===== src/rtl/mem_bus_pkg.sv =====
// Shared definitions for the on-chip RAM bus: default widths, write-size codes
// and the arbiter state encoding.
package mem_bus_pkg;

    localparam int MEM_ADDR_W = 14;
    localparam int MEM_DATA_W = 32;

    localparam logic [1:0] WSIZE_BYTE = 2'b01;
    localparam logic [1:0] WSIZE_HALF = 2'b10;
    localparam logic [1:0] WSIZE_WORD = 2'b11;

    typedef enum logic [1:0] {
        IDLE  = 2'b00,
        LOCK0 = 2'b01,
        LOCK1 = 2'b10
    } arb_state_e;

endpackage


===== src/rtl/rr_pick2.sv =====
// Two-way round-robin picker: a lone requester wins; on a tie the port that
// was not served last wins.
module rr_pick2 (
    input  logic       last,
    input  logic [1:0] req,
    output logic [1:0] pick
);

    // One-hot choice from the request pair and the last-served port
    always_comb begin
        pick = 2'b00;
        case (req)
            2'b01:   pick = 2'b01;
            2'b10:   pick = 2'b10;
            2'b11:   pick = last ? 2'b01 : 2'b10;
            default: pick = 2'b00;
        endcase
    end

endmodule


===== src/rtl/mem_arbiter.sv =====
// Shares the single-ported RAM between two bus masters: zero-latency
// round-robin grant with an atomic lock, and routing of read data to its owner.
module mem_arbiter
    import mem_bus_pkg::*;
#(
    parameter int ADDR_W = MEM_ADDR_W,
    parameter int DATA_W = MEM_DATA_W
) (
    input  logic                clk,
    input  logic                reset,
    input  logic [1:0]          m_req,
    input  logic [1:0]          m_lock,
    input  logic [1:0]          m_wen,
    input  logic [2*ADDR_W-1:0] m_addr,
    input  logic [2*DATA_W-1:0] m_wdata,
    input  logic [3:0]          m_wsize,
    output logic [1:0]          m_gnt,
    output logic [1:0]          m_rvalid,
    output logic [DATA_W-1:0]   m_rdata,
    output logic [ADDR_W-1:0]   mem_addr,
    output logic                mem_ren,
    output logic                mem_wen,
    output logic [DATA_W-1:0]   mem_wdata,
    output logic [1:0]          mem_wsize,
    input  logic [DATA_W-1:0]   mem_rdata
);

    arb_state_e state_r;
    arb_state_e state_n_s;
    logic       last_r;
    logic       last_n_s;
    logic [1:0] rd_owner_r;
    logic [1:0] rd_owner_n_s;
    logic [1:0] pick_s;
    logic [1:0] gnt_s;
    logic [1:0] acc_s;
    logic       wen_sel_s;

    rr_pick2 u_pick (
        .last (last_r),
        .req  (m_req),
        .pick (pick_s)
    );

    // Grant: round-robin in IDLE, only the lock owner while locked
    always_comb begin
        gnt_s = 2'b00;
        if (reset) begin
            gnt_s = 2'b00;
        end else begin
            case (state_r)
                IDLE:    gnt_s = pick_s;
                LOCK0:   gnt_s = {1'b0, m_req[0]};
                LOCK1:   gnt_s = {m_req[1], 1'b0};
                default: gnt_s = 2'b00;
            endcase
        end
    end

    assign acc_s = m_req & gnt_s;
    assign m_gnt = gnt_s;

    // Next state, last-served pointer and read owner from the accepted port
    always_comb begin
        state_n_s = state_r;
        case (state_r)
            IDLE: begin
                if (acc_s[0] && m_lock[0]) begin
                    state_n_s = LOCK0;
                end else if (acc_s[1] && m_lock[1]) begin
                    state_n_s = LOCK1;
                end else begin
                    state_n_s = IDLE;
                end
            end
            LOCK0: begin
                if (acc_s[0] && !m_lock[0]) begin
                    state_n_s = IDLE;
                end else begin
                    state_n_s = LOCK0;
                end
            end
            LOCK1: begin
                if (acc_s[1] && !m_lock[1]) begin
                    state_n_s = IDLE;
                end else begin
                    state_n_s = LOCK1;
                end
            end
            default: state_n_s = IDLE;
        endcase

        if (|acc_s) begin
            last_n_s = acc_s[1];
        end else begin
            last_n_s = last_r;
        end

        rd_owner_n_s = acc_s & ~m_wen;
    end

    // State, pointer and read-owner registers
    always_ff @(posedge clk) begin
        if (reset) begin
            state_r    <= IDLE;
            last_r     <= 1'b1;
            rd_owner_r <= 2'b00;
        end else begin
            state_r    <= state_n_s;
            last_r     <= last_n_s;
            rd_owner_r <= rd_owner_n_s;
        end
    end

    // Memory drive follows the accepted port; port 0 is the idle default
    always_comb begin
        if (acc_s[1]) begin
            mem_addr  = m_addr[ADDR_W +: ADDR_W];
            mem_wdata = m_wdata[DATA_W +: DATA_W];
            mem_wsize = m_wsize[3:2];
            wen_sel_s = m_wen[1];
        end else begin
            mem_addr  = m_addr[0 +: ADDR_W];
            mem_wdata = m_wdata[0 +: DATA_W];
            mem_wsize = m_wsize[1:0];
            wen_sel_s = m_wen[0];
        end
        mem_ren = (|acc_s) & ~wen_sel_s;
        mem_wen = (|acc_s) & wen_sel_s;
    end

    // Read return; a read in flight when reset arrives is dropped
    always_comb begin
        if (reset) begin
            m_rvalid = 2'b00;
        end else begin
            m_rvalid = rd_owner_r;
        end
        m_rdata = mem_rdata;
    end

endmodule


===== config.mk =====
export PLATFORM = sky130hd
export DESIGN_NAME = mem_arbiter
export DESIGN_NICKNAME = d
export VERILOG_FILES = /design/src/rtl/mem_bus_pkg.sv /design/src/rtl/rr_pick2.sv /design/src/rtl/mem_arbiter.sv
export SDC_FILE = /design/constraint.sdc
export NUM_CORES = 1
export LEC_CHECK = 0
export CAP_MARGIN = 20
export CORE_MARGIN = 10
export CORE_UTILIZATION = 21
export DETAILED_ROUTE_END_ITERATION = 12
export PLACE_DENSITY = 0.82
export RECOVER_POWER = 100
export SYNTH_ARGS = -nofsm -noshare
export SYNTH_HDL_FRONTEND = slang
export SYNTH_SLANG_ARGS = --single-unit

===== constraint.sdc =====
create_clock -name clk -period 1.69 [get_ports clk]
set_input_delay 0.2535 -clock clk [delete_from_list [all_inputs] [get_ports clk]]
set_output_delay 0.2535 -clock clk [all_outputs]
set_load 0.005 [all_outputs]

# After elaboration in Yosys (flattened, before gate mapping)
# Index checks and enable logic that the tools add are counted.
# word_totals
ff_bits	5
input_bits	136
output_inout_bits	86
word_cells	36
# op_classes
eq_ne	5
mux	14
bitwise	6
reduce_logical	8
# ops
op	count
$mux 32	1
$pmux 2 s3	3
$mux 14	1
$mux 2	7
$eq 2x2->1 const B	3
$and 2x2->2	2
$eq 2x1->1 const B	2
$logic_and 1x1->1	4
$and 1x1->1	2
$logic_not 1->1	2
$logic_not 2->1	1
$mux 1	2
$not 2->2	1
$reduce_or 2->1	1
$not 1->1	1

# Depth between registers and ports, before layout
# logic_depth
ltp_word	9
mapped_depth	5
ltp_nobuf	4

# Cells and area by module
# A second synthesis with hierarchy kept.
# hier_totals
cells_unflattened	124
area_unflattened_um2	1335.0
# modules_own_cells
mod	n_inst	cells_each	area_per_inst_um2	seq_area_each_um2
mem_arbiter	1	121	1316.3	100.1
rr_pick2	1	3	18.8	0.0

# Worst setup path before layout
# No wires, ideal clock.
# synth_timing
kind	reg-to-output
start	register state_r[1]
end	output mem_addr[0]
arrival_ns	1.133
t_required_ns	1.436
setup_slack_ns	0.303
path_stages_with_launch	5
n_path_buf	1
cell_sequence	dfxtp_1 nand3b_1 nand3_4 buf_6 mux2_4
# synth_between
elab_chain_cells	5
elab_cells_between_ends	7
classes_between	eq/ne: 2; mux: 3; bitwise: 1; reduce/logical: 1
# synth_rtl
element	line	rtl
start: declaration	mem_arbiter.sv:28	arb_state_e state_r;
start signal: assignment	mem_arbiter.sv:109	state_r <= state_n_s;
$eq 2x2->1 (tied with other cells)	mem_arbiter.sv:51	case (state_r)
$pmux 2 s3 *	mem_arbiter.sv:51	
$mux 2 *	mem_arbiter.sv:48	if (reset) begin
$and 2x2->2 *	mem_arbiter.sv:60	assign acc_s = m_req & gnt_s;
$mux 14 *	mem_arbiter.sv:117	if (acc_s[1]) begin
end: declaration	mem_arbiter.sv:20	output logic [ADDR_W-1:0] mem_addr,
# Mark *: on every way between the ends. The rest lies on a longest branch, timed or not.

# Final worst setup path
# layout_timing
start	register state_r[1]
end	output mem_wdata[18]
# layout_between
elab_chain_cells	5
elab_cells_between_ends	7
classes_between	eq/ne: 2; mux: 3; bitwise: 1; reduce/logical: 1
# layout_rtl
element	line	rtl
$eq 2x2->1 (tied with other cells)	mem_arbiter.sv:51	
$pmux 2 s3 *	mem_arbiter.sv:51	
$mux 2 *	mem_arbiter.sv:48	
$and 2x2->2 *	mem_arbiter.sv:60	
$mux 32 *	mem_arbiter.sv:117	
end: declaration	mem_arbiter.sv:23	output logic [DATA_W-1:0] mem_wdata,
# Marked as above.

==> metrics.csv <==
stage;metric;value;unit
route;Post-route DRC;0;
clocking;CTS max path bufs;2;
power;Flop pwr share;10.9;%
worst_setup_path;largest stage delay on the critical path;310;ps
sta;Min Clock Period, post-route;1907;ps
power;sw power;305.4;uW
route;DR WL/cell;21.25;um
worst_setup_path;crit path DAT;1650;ps
logic_synthesis;Synth top area share;54.87;%
worst_setup_path;Crit Path Max Fanout;7;
sta;RSZ-0062 raised after global routing;yes;
power;maximum VDD drop;525.7;uV
worst_setup_path;R2R setup slack;470;ps
floorplanning;Rows;28;
power;combinational cell fraction of total power;71.0;%
sta;Slew Limit Fails;0;
power;final total power;1.227;mW
floorplanning;area of the die;9491;um^2
global_route;first-pass GRT wire length;10680;um
floorplanning;Die Height;97.42;um
floorplanning;Std-Cell Core Area;5886;um^2
logic_synthesis;Seq/Total Area, Yosys;7.952;%
layout;synth-to-layout area growth;146.2;%
floorplanning;Initial Utilization;21.39;%
sta;Final period util;112.9;%
global_route;antenna violations before repair;0;
route;Antenna Nets Post-Route;0;
global_route;Global Route Usage Sum;14.16;%
flow_run;max cap viols;0;
sta;worst slew pin tran;333.5;ps
sta;endpoints failing hold;0;
logic_synthesis;Syn Inst Count;115;
worst_hold_path;hold path start;m_req[0];
sta;final setup margin;-217.2;ps
floorplanning;Chip Width;97.42;um
clocking;Worst-path clk slew;30;ps
worst_setup_path;worst path required time;1440;ps
layout;n_diodes;0;
worst_setup_path;R2R Path Start;state_r[1];
outcome;outcome;complete, but fails checks;
clocking;H-tree depth;1;
worst_setup_path;Worst Setup SP;state_r[1];
power;Clock Power Share;18.1;%
placed_design;GPL Wtd Cong;0.7745;
sta;Max Clock Freq;0.5243;GHz
worst_setup_path;most used cell, CP;buf_12;
worst_setup_path;kind of critical path;register to primary output;
clocking;hold buffer count at cts;0;
worst_setup_path;crit path max-delay cell type;dfxtp_2;
sta;Final Setup Violations;49;
worst_hold_path;Hold Path Class;primary input to register;
sta;clk_skew;0.1420;ps
power;Sw Ratio;24.89;%
layout;final net count;401;
clocking;CTS Buf Count;3;
logic_synthesis;most area-consuming cells after synthesis;mux2_4, buf_4, dfxtp_1;
logic_synthesis;Mean Syn Cell Area;10.95;um^2
route;vias;1425;
sta;Slew headroom;77.19;%
placed_design;pre-CTS setup slack;-695.8;ps
sta;final hold slack;317.0;ps
clocking;clock sink count;5;
route;WL final;7203;um
global_route;largest net degree at the start of global routing;8;
logic_synthesis;Syn. warnings;0;
worst_setup_path;critical-path cell list;nand3b_1 > nand3_4 > buf_12 > buf_12 > buf_12 > mux2_4 > buf_6;
global_route;vias in the first global route;1564;
logic_synthesis;Mapped Nets;251;
global_route;GRT overflow;0;
logic_synthesis;cell taking the most area after synthesis;mux2_4;
layout;share of cells above drive strength 1;52.65;%
clocking;TritonCTS clock tree;built;
clocking;root buf cell;clkbuf_8;
placed_design;IO buf count;157;
floorplanning;io pins;222;
worst_setup_path;crit end category;primary output;
power;Internal Power;921.5;uW
route;routed vias/inst;4.204;
worst_setup_path;nature of the critical path startpoint;register;
logic_synthesis;Yosys cell types;18;
logic_synthesis;FF+latch count, synth;5;
route;1st-iter DRT viols;23;
power;total leakage power;1.505;nW
placed_design;DP HPWL;5663;um
clocking;clk_lat worst skew;220;ps
logic_synthesis;mapped cell area;1259;um^2
route;DR pass1 iterations;4;
power;P per Cell Area;395.9;nW/um^2
outcome;failing checks;setup timing;
-- what timing repair did --
action / 4_1_cts / 5_1_grt
hold endpoints to repair: 0 / 0
resized for setup: 265 / 21
endpoints found under the setup margin: 54 / 52
pin swaps: 3 / 3
setup buffers: 12 / 1
cloned: 6 / 0
-- critical path: cells and delay by family, from the launching register on --
kind                   cells  cell delay, ps
buffers and inverters      4             500
multiplexers               1             310
AND/OR/NAND/NOR            2             310
flip-flops                 1             310
-- cell type report --
type                            count  area (um^2)
Tap cell                           75        93.84
Sequential cell                     5        103.9
Fill cell                         519         2786
Inverter                            4        15.01
Multi-Input combinational cell     69        873.3
Timing Repair Buffer              182         1968
Clock buffer                        4        45.04
-- through the flow --
stage | setup TNS [ps] | std cells | cell area, um^2 | util (%)
2_1_floorplan | 0 | 115 | 1259 | -
3_3_place_gp | -33230 | 319 | 2720 | 46.22
3_5_place_dp | -34110 | 319 | 2720 | 46.22
4_1_cts | -8560 | 341 | 3103 | 52.72
5_1_grt | -8916 | 339 | 3099 | 52.66
6_report | -6317 | 339 | 3099 | 52.66
-- cell usage after synthesis --
master / n
a21oi_1: 3
buf_4: 32
nand2b_1: 2
o22ai_1: 1
dfxtp_1: 5
o21ai_0: 2
nor3b_1: 1
nand2_1: 2
a2111oi_0: 1
nand3b_1: 1
a22o_1: 1
mux2_2: 2
mux2_4: 46
nand3_4: 1
nor2_1: 4
buf_6: 5
and2b_2: 2
inv_1: 4
-- cells by family after synthesis --
family | Yosys count | synth area share (%)
flip-flops | 5 | 7.953
AO/OA/AOI/OAI | 8 | 3.877
multiplexers | 48 | 56.66
buffers and inverters | 41 | 24.75
AND/OR/NAND/NOR | 13 | 6.760
-- power groups by stage --
stage               Clock [mW]  Sequential, mW  Combinational (mW)
finish                   0.222           0.134               0.871
global route             0.240           0.134               0.918
CTS                      0.227           0.133               0.873
detailed placement           0           0.133               0.749
global placement             0           0.132               0.738
floorplan                    0           0.132               0.316
-- layout by cell type (no fill, tap or decap), types with 2 or more instances in the layout --
cell type,instances
nor2_1,3
nand2b_1,2
dfxtp_2,3
clkbuf_8,3
and2b_2,2
buf_16,3
nand2_1,2
clkbuf_2,3
buf_6,56
clkdlybuf4s50_1,102
buf_12,7
dfxtp_1,2
o21ai_0,2
inv_1,3
mux2_4,48
a21oi_1,3
buf_4,5
buf_2,3
-- path summary, 6_finish.rpt --
kind,depth (start not counted),end
min reg2reg,2,last_r
max,7,mem_wdata[18]
max reg2reg,7,rd_owner_r[1]
min,2,state_r[0]
-- flip-flops by register name (all words and copies together) (netlist names) --
| name | flops |
|---|---|
| state_r | 2 |
| rd_owner_r | 2 |
| last_r | 1 |
-- routing by layer --
metal / part of all wire, % / wire length (um) / vias up / global-route usage, %
li1: - / - / 669 / -
met1: 36 / 2616 / 657 / 14.88
met2: 55 / 3975 / 95 / 26.83
met3: 8.1 / 581 / 4 / 4.836
met4: 0.40 / 29 / 0 / 2.013
met5: 0 / 0 / - / 0
Note: power is estimated with default switching activity, not from simulation.
